$ cat config.mk
export PLATFORM = sky130hd
export DESIGN_NAME = servo_frame_scheduler
export DESIGN_NICKNAME = d
export VERILOG_FILES = /design/src/rtl/servo_frame_scheduler.sv
export SDC_FILE = /design/constraint.sdc
export NUM_CORES = 1
export LEC_CHECK = 0
export ABC_AREA = 1
export CORE_MARGIN = 1.5
export CORE_UTILIZATION = 60
export CTS_CLUSTER_DIAMETER = 60
export DETAILED_ROUTE_END_ITERATION = 16
export PLACE_DENSITY = 0.83
export SLEW_MARGIN = 20
export SYNTH_ARGS = -nofsm -noshare
export SYNTH_HDL_FRONTEND = slang
export SYNTH_SLANG_ARGS = --single-unit
$ cat constraint.sdc
create_clock -name Clock -period 2.3 [get_ports Clock]
set_clock_uncertainty 0.15 [all_clocks]
set_input_delay 0.23 -clock Clock [delete_from_list [all_inputs] [get_ports Clock]]
set_output_delay 0.23 -clock Clock [all_outputs]
set_load 0.02 [all_outputs]
$ cat src/rtl/servo_frame_scheduler.sv
// servo_frame_scheduler
// Owns the four servo PWM outputs and the servo frame timebase. Two requesters
// (A and B) share servo positioning through a round-robin req/grant handshake.
// An accepted update waits in a single pending slot and is copied into the
// active duty table only at the frame boundary.
//
// Ports
//   Clock, Reset          system clock, synchronous active-high reset
//   Enable                timebase runs and arbitration is active while high
//   ReqA/ServoNumA/DutyA  requester A: servo index and high-time (clocks)
//   ReqB/ServoNumB/DutyB  requester B: servo index and high-time (clocks)
//   GrantA/GrantB         1-cycle pulse: that requester's request was captured
//   PwmOut[3:0]           servo PWM pins, bit i = servo i
//   ActivePeriodFinished  1-cycle pulse the cycle after the last frame count
//   UpdatePending         captured update waiting for the frame boundary
//
// state      | meaning
// ST_IDLE    | no update held; a request may be granted
// ST_PENDING | one update captured; waiting for frame wrap to apply it
module servo_frame_scheduler #(
  parameter int unsigned FRAME_CYCLES = 2_000_000,
  parameter int unsigned DUTY_MIN     = 100_000,
  parameter int unsigned DUTY_MAX     = 200_000,
  parameter int unsigned DUTY_DEFAULT = 150_000
) (
  input  logic        Clock,
  input  logic        Reset,
  input  logic        Enable,
  input  logic        ReqA,
  input  logic [1:0]  ServoNumA,
  input  logic [20:0] DutyA,
  input  logic        ReqB,
  input  logic [1:0]  ServoNumB,
  input  logic [20:0] DutyB,
  output logic        GrantA,
  output logic        GrantB,
  output logic [3:0]  PwmOut,
  output logic        ActivePeriodFinished,
  output logic        UpdatePending
);

  localparam int CW = 21;
  localparam logic [CW-1:0] LAST_COUNT = CW'(FRAME_CYCLES - 1);
  localparam logic [CW-1:0] D_MIN      = CW'(DUTY_MIN);
  localparam logic [CW-1:0] D_MAX      = CW'(DUTY_MAX);
  localparam logic [CW-1:0] D_DEF      = CW'(DUTY_DEFAULT);

  typedef enum logic {ST_IDLE, ST_PENDING} state_t;

  state_t                 state_q, state_d;
  logic [CW-1:0]          count_q, count_d;
  logic [3:0][CW-1:0]     duty_q, duty_d;
  logic [1:0]             pend_servo_q, pend_servo_d;
  logic [CW-1:0]          pend_duty_q, pend_duty_d;
  logic                   rr_b_q, rr_b_d;      // 1 = B wins the next tie
  logic                   grant_a_q, grant_a_d;
  logic                   grant_b_q, grant_b_d;
  logic [3:0]             pwm_q, pwm_d;
  logic                   apf_q, apf_d;
  logic                   pending_q, pending_d;
  logic                   wrap;
  logic                   pick_a;

  function automatic logic [CW-1:0] clamp_duty(input logic [CW-1:0] d);
    if (d < D_MIN)      return D_MIN;
    else if (d > D_MAX) return D_MAX;
    else                return d;
  endfunction

  always_comb begin
    state_d      = state_q;
    count_d      = count_q;
    duty_d       = duty_q;
    pend_servo_d = pend_servo_q;
    pend_duty_d  = pend_duty_q;
    rr_b_d       = rr_b_q;
    grant_a_d    = 1'b0;
    grant_b_d    = 1'b0;
    pick_a       = 1'b0;

    wrap = Enable && (count_q == LAST_COUNT);

    if (Enable) count_d = wrap ? '0 : count_q + 1'b1;

    // PWM compares against the count of this cycle, so the pin lags by one
    // clock and is high for exactly duty clocks per frame.
    for (int i = 0; i < 4; i++) pwm_d[i] = Enable && (count_q < duty_q[i]);

    apf_d = wrap;

    case (state_q)
      ST_IDLE: begin
        if (Enable && (ReqA || ReqB)) begin
          pick_a = ReqA && (!ReqB || !rr_b_q);
          if (pick_a) begin
            grant_a_d    = 1'b1;
            pend_servo_d = ServoNumA;
            pend_duty_d  = clamp_duty(DutyA);
            rr_b_d       = 1'b1;
          end else begin
            grant_b_d    = 1'b1;
            pend_servo_d = ServoNumB;
            pend_duty_d  = clamp_duty(DutyB);
            rr_b_d       = 1'b0;
          end
          state_d = ST_PENDING;
        end
      end
      ST_PENDING: begin
        if (wrap) begin
          duty_d[pend_servo_q] = pend_duty_q;
          state_d              = ST_IDLE;
        end
      end
      default: state_d = ST_IDLE;
    endcase

    pending_d = (state_d == ST_PENDING);
  end

  always_ff @(posedge Clock) begin
    if (Reset) begin
      state_q      <= ST_IDLE;
      count_q      <= '0;
      duty_q       <= {4{D_DEF}};
      pend_servo_q <= '0;
      pend_duty_q  <= '0;
      rr_b_q       <= 1'b0;
      grant_a_q    <= 1'b0;
      grant_b_q    <= 1'b0;
      pwm_q        <= '0;
      apf_q        <= 1'b0;
      pending_q    <= 1'b0;
    end else begin
      state_q      <= state_d;
      count_q      <= count_d;
      duty_q       <= duty_d;
      pend_servo_q <= pend_servo_d;
      pend_duty_q  <= pend_duty_d;
      rr_b_q       <= rr_b_d;
      grant_a_q    <= grant_a_d;
      grant_b_q    <= grant_b_d;
      pwm_q        <= pwm_d;
      apf_q        <= apf_d;
      pending_q    <= pending_d;
    end
  end

  assign GrantA               = grant_a_q;
  assign GrantB               = grant_b_q;
  assign PwmOut               = pwm_q;
  assign ActivePeriodFinished = apf_q;
  assign UpdatePending        = pending_q;

endmodule

---- Word-level counts from Yosys, hierarchy flattened ----
Cells that the tools add are included.
operators by class
  bitwise gates (word level) .............. 2
  reductions and logical operators ........ 15
  muxes and demuxes ....................... 15
  order comparisons ....................... 10
  add/subtract/negate cells ............... 1
  equality and inequality tests ........... 1
operators with widths
  cell                     count
  $mux W21                 7
  $bwmux W84               1
  $lt A21 B21 Y1           4
  $demux W21 S2            1
  $gt A21 B18 Y1 const B   2
  $lt A21 B17 Y1 const B   2
  $add A21 B1 Y21 const B  1
  $eq A21 B21 Y1 const B   1
  $logic_and A1 B1 Y1      8
  $mux W1                  4
  $reduce_and A2 Y1        2
  $lt A2 B3 Y1 const B     1
  $reduce_or A3 Y1         1
  $ge A2 B1 Y1 const B     1
  $logic_not A1 Y1         2
  $logic_or A1 B1 Y1       2
  $mux W2                  1
  $not A1 Y1               2
  $pmux W1 S2              1
storage, ports and cells
  output and inout bits ................... 8
  word-level logic and storage cells ...... 57
  flip-flop bits (word level) ............. 137
  bits of input ports ..................... 51

---- Logic depth before layout (Yosys ltp) ----
  depth after elaboration ................. 5
  gate-level depth with buffers ........... 14
  mapped depth without buffers ............ 13

---- Least setup slack after synthesis ----
Ideal clock, no wire load.
  path type ............................... flip-flop to flip-flop
  start ................................... reg count_q[1]
  end ..................................... reg duty_q[11] in the netlist's numbering
  setup time .............................. 0.130 ns
  path buffers ............................ 1
  cell stages (with the launch flop) ...... 10
  clock period less this slack ............ 2.013 ns
  arrival ................................. 1.733 ns
  setup slack ............................. 0.287 ns
  cells stage by stage .................... dfxtp_1 ha_1 nand3_1 nor2_4 nand3_1 nor3_4 nand4_1 buf_6 nand2_1 nand3_1
on the way
  longest elaborated chain between the ends .. 3
ends and longest elaborated chain
  item                                line  text
  start: declaration                  51    logic [CW-1:0] count_q, count_d;
  start signal: assignment            136   count_q <= count_d;
  $eq A21 B21 Y1                      81    wrap = Enable && (count_q == LAST_COUNT);
  $logic_and A1 B1 Y1                 81
  $reduce_and A2 Y1 (no source line)  -
  end signal: assignment              125   duty_q <= {4{D_DEF}};
  end signal: assignment              137   duty_q <= duty_d;
  end: declaration                    52    logic [3:0][CW-1:0] duty_q, duty_d;
No other way between the ends.
A chain may end at the register's enable or synchronous reset.

---- Final worst setup path ----
  start ................................... reg count_q[20]
  end ..................................... reg duty_q[80] in the netlist's numbering
Same word-level chain as after synthesis.

==> metrics.md <==
| Metric | Value |
|---|---|
| Layout Cells excl Fill | 1496 |
| WS Path Type | register to register |
| Maximum VDD drop | 0.562 mV |
| Combinational power share | 7.7% |
| Dpl cell area | 9160 sq um |
| Total Wirelength | 22.2 mm |
| H-tree levels | 4 |
| Clk sinks | 137 |
| Total GRT Usage | 32.0% |
| PwrDens | 587 nW/um^2 |
| Fill cells | 1051 |
| IO Pins | 59 |
| Wire length per cell | 14.9 um |
| DRT antenna net count | 0 |
| Fmax | 471 MHz |
| Switching Power | 1.39 mW |
| RSZ-0062 raised after global routing | no |
| Number of placed instances, taps included | 1464 |
| Number of synthesized flops with an enable pin | 0 |
| Layout Nets | 1439 |
| Post-Syn Area | 8200 sq um |
| P&R area growth vs syn | 19.3% |
| Worst hold path class | input pin to register |
| Hold depth | 3 |
| Hold path startpoint | ServoNumA[0] |
| Startpoint types | register |
| Crit-path max cell delay | 0.49 ns |
| Vias in the first global route | 7640 |
| Fin. max-slew vios | 0 |
| CP top delay family | simple AND/OR/NAND/NOR gates |
| Power Total | 5.74 mW |
| Cell breakdown of the critical path | inv_1 -> nor3_1 -> nand3_1 -> nor3_4 -> nand4_1 -> buf_4 -> nand2_1 -> nand3_1 |
| Residual DRC | 0 |
| Post-DP HPWL | 16.6 mm |
| I/O Buffers | 58 |
| Clock transition at the registers of the reported paths | 0.06 ns |
| Max-cap violation count | 0 |
| Largest net degree at the start of global routing | 64 |
| # diodes | 0 |
| Die area | 14400 sq um |
| First-pass GRT wire length | 36.2 mm |
| Worst-margin pin slew | 0.541 ns |
| Register area | 2740 sq um |
| Share of layout cells above drive strength 1 | 7.58% |
| DR pass1 iterations | 5 |
| Worst Hold Path EP | pend_servo_q[0] |
| Outcome | finished, final reports clean |
| Maximum clock path buffer count | 2 |
| Endpoints failing hold | 0 |
| Post-Place Setup Slack | -0.0243 ns |
| WP data arrival | 2.28 ns |
| Chip width | 120 um |
| Netlist cell types | 38 |
| Fin crit share | 92.4% |
| Synth warn | 0 |
| Worst reg-to-reg setup slack | 0.18 ns |
| Clock power share | 49.2% |
| Grt total ovfl | 0 |
| GP Congestion | 0.965 |
| Leak | 5.09 nW |
| Seq/Total Area, Yosys | 33.4% |
| Effective utilization at floorplan | 61.7% |
| Final Critical Period | 2.12 ns |
| Die height | 120 um |
| Reg-to-Reg Start | count_q[20] |
| Worst hold margin | 0.264 ns |
| Core area | 13300 sq um |
| FF-to-FF End | duty_q[80] |
| Avg Cell Area, Syn | 6.79 sq um |
| CP Data Required Time | 2.45 ns |
| DRT iter0 DRCs | 692 |
| Row count | 42 |
| CP Buf/Inv Count | 2 |
| Post-CTS Setup Inserts | 0 |
| CTS tree | done |
| Slowest CP cell | dfxtp_1 |
| Vias per inst | 5.50 |
| Multi-input logic area | 4540 sq um |
| Post-Synthesis Cells | 1208 |
| Final worst setup slack | 0.175 ns |
| Critical Path Most Common Cell | nand3_1 |
| Top FF cell, synth | dfxtp_1 |
| P_int | 4.35 mW |
| Switching share of power | 24.3% |
| FF-to-FF path depth | 8 |
| Ys async rst share | 0% |
| Post-Syn Nets | 1340 |
| Number of synthesized register bits | 137 |
| Peak fanout along the critical path | 13 |
| Final Cell Area | 9780 sq um |
| CP endpoint kind | register |
| Clk Latency, worst-skew pair | 0.43 ns |
| Root Buffer | clkbuf_16 |
| Slew HR | 63.0% |
| Final setup TNS | 0 ns |
| Util after Layout | 73.6% |
| Cts bufs inserted | 17 |
| Vias | 8221 |
| Initial antenna violation count | 0 |
| Seq pwr share | 43.1% |
| Setup-failing EPs final | 0 |
[tightest hold or removal path, cell delays in order]
cell and delay, ns:
clkdlybuf4s50_1 0.42, nand2_1 0.07, a31oi_1 0.06
[sequential cells by signal, indices dropped and copies added (netlist names)]
signal	flops
pend_duty_q	21
count_q	21
duty_q	84
ActivePeriodFinished	1
PwmOut	4
GrantA	1
pend_servo_q	2
rr_b_q	1
GrantB	1
UpdatePending	1
[synth_stat cells, types with 2 or more instances]
| master | n | share of area, % |
|---|---|---|
| nor3_1 | 73 | 4.5 |
| o2111ai_1 | 2 | 0.21 |
| dlygate4sd1_1 | 3 | 0.32 |
| dfxtp_1 | 137 | 33 |
| nand3b_1 | 2 | 0.18 |
| ha_1 | 81 | 12 |
| o21a_1 | 4 | 0.37 |
| clkbuf_1 | 16 | 0.73 |
| o221ai_1 | 5 | 0.53 |
| buf_6 | 12 | 1.6 |
| a31oi_1 | 3 | 0.23 |
| o21bai_1 | 3 | 0.27 |
| nand2_1 | 326 | 15 |
| clkbuf_8 | 7 | 1.2 |
| xor2_1 | 3 | 0.32 |
| nand4_2 | 2 | 0.31 |
| nand4_1 | 22 | 1.7 |
| nor4_1 | 3 | 0.23 |
| nor2_1 | 151 | 6.9 |
| a211oi_1 | 2 | 0.18 |
| inv_1 | 158 | 7.2 |
| nand3_1 | 72 | 4.4 |
| a21oi_1 | 64 | 3.9 |
| buf_2 | 2 | 0.12 |
| o21ai_0 | 42 | 2.6 |
[how the worst max path moves through the flow]
stage                start           to  slack, ns  cells past startpoint
2_1_floorplan   count_q[1]   duty_q[11]       0.29                      9
3_3_place_gp        Enable   duty_q[45]       0.02                      9
3_5_place_dp        Enable  count_q[15]      -0.02                      8
4_1_cts         count_q[0]  count_q[15]       0.14                      8
5_1_grt        count_q[20]   duty_q[45]      0.005                      9
6_report       count_q[20]   duty_q[80]       0.18                      8
[logic make-up after synthesis]
kind of cell             share of synthesized area [%]
AND/OR/NAND/NOR                                   33.7
buffers and inverters                             11.3
flip-flops                                        33.4
AO/OA/AOI/OAI                                     8.86
adder cells (fa/ha/maj)                           12.4
XOR/XNOR                                         0.320
[metal layers]
layer	vias to the layer above	track usage (%)	wire [um]
met5	-	0	0
met1	3688	38.8	9370
met4	0	19.6	1160
met2	342	52.3	10200
met3	77	6.23	1540
li1	4114	-	-
[area by class of cell]
| type | count | area share, % |
|---|---|---|
| well taps | 176 | 2.25 |
| inverters | 159 | 6.10 |
| clock buffers | 19 | 4.53 |
| clock inverters | 13 | 1.74 |
| repair buffers | 120 | 11.0 |
| flip-flops and latches | 137 | 28.1 |
| multi-input cells | 872 | 46.4 |
[power by group through the flow]
stage	Sequential [mW]	Combinational, mW	Clock [mW]
after global placement	2.52	0.430	0
after floorplan	2.51	0.224	0
after global routing	2.48	0.485	2.96
after CTS	2.47	0.437	2.84
final	2.47	0.441	2.82
after detailed placement	2.52	0.434	0
[timing repair]
action / in CTS / in global routing
hold buffers: 0 / 0
setup endpoints to repair: 0 / 8
hold endpoints to repair: 0 / 0
resized for setup: 0 / 2
[layout by cell type, fill, tap and decap left out, types with 3 or more instances in the layout]
master / instances
nand4_1: 22
bufinv_16: 3
clkdlybuf4s50_1: 58
a21oi_1: 64
clkinvlp_4: 6
nand2_1: 326
buf_4: 60
ha_1: 81
clkbuf_16: 17
inv_1: 158
xor2_1: 3
o221ai_1: 5
o21a_1: 4
o21ai_0: 42
o21bai_1: 3
nand3_1: 72
nor3_1: 73
nor2_1: 150
a31oi_1: 3
nor4_1: 3
dfxtp_1: 136
(Power assumes the default switching activity.)
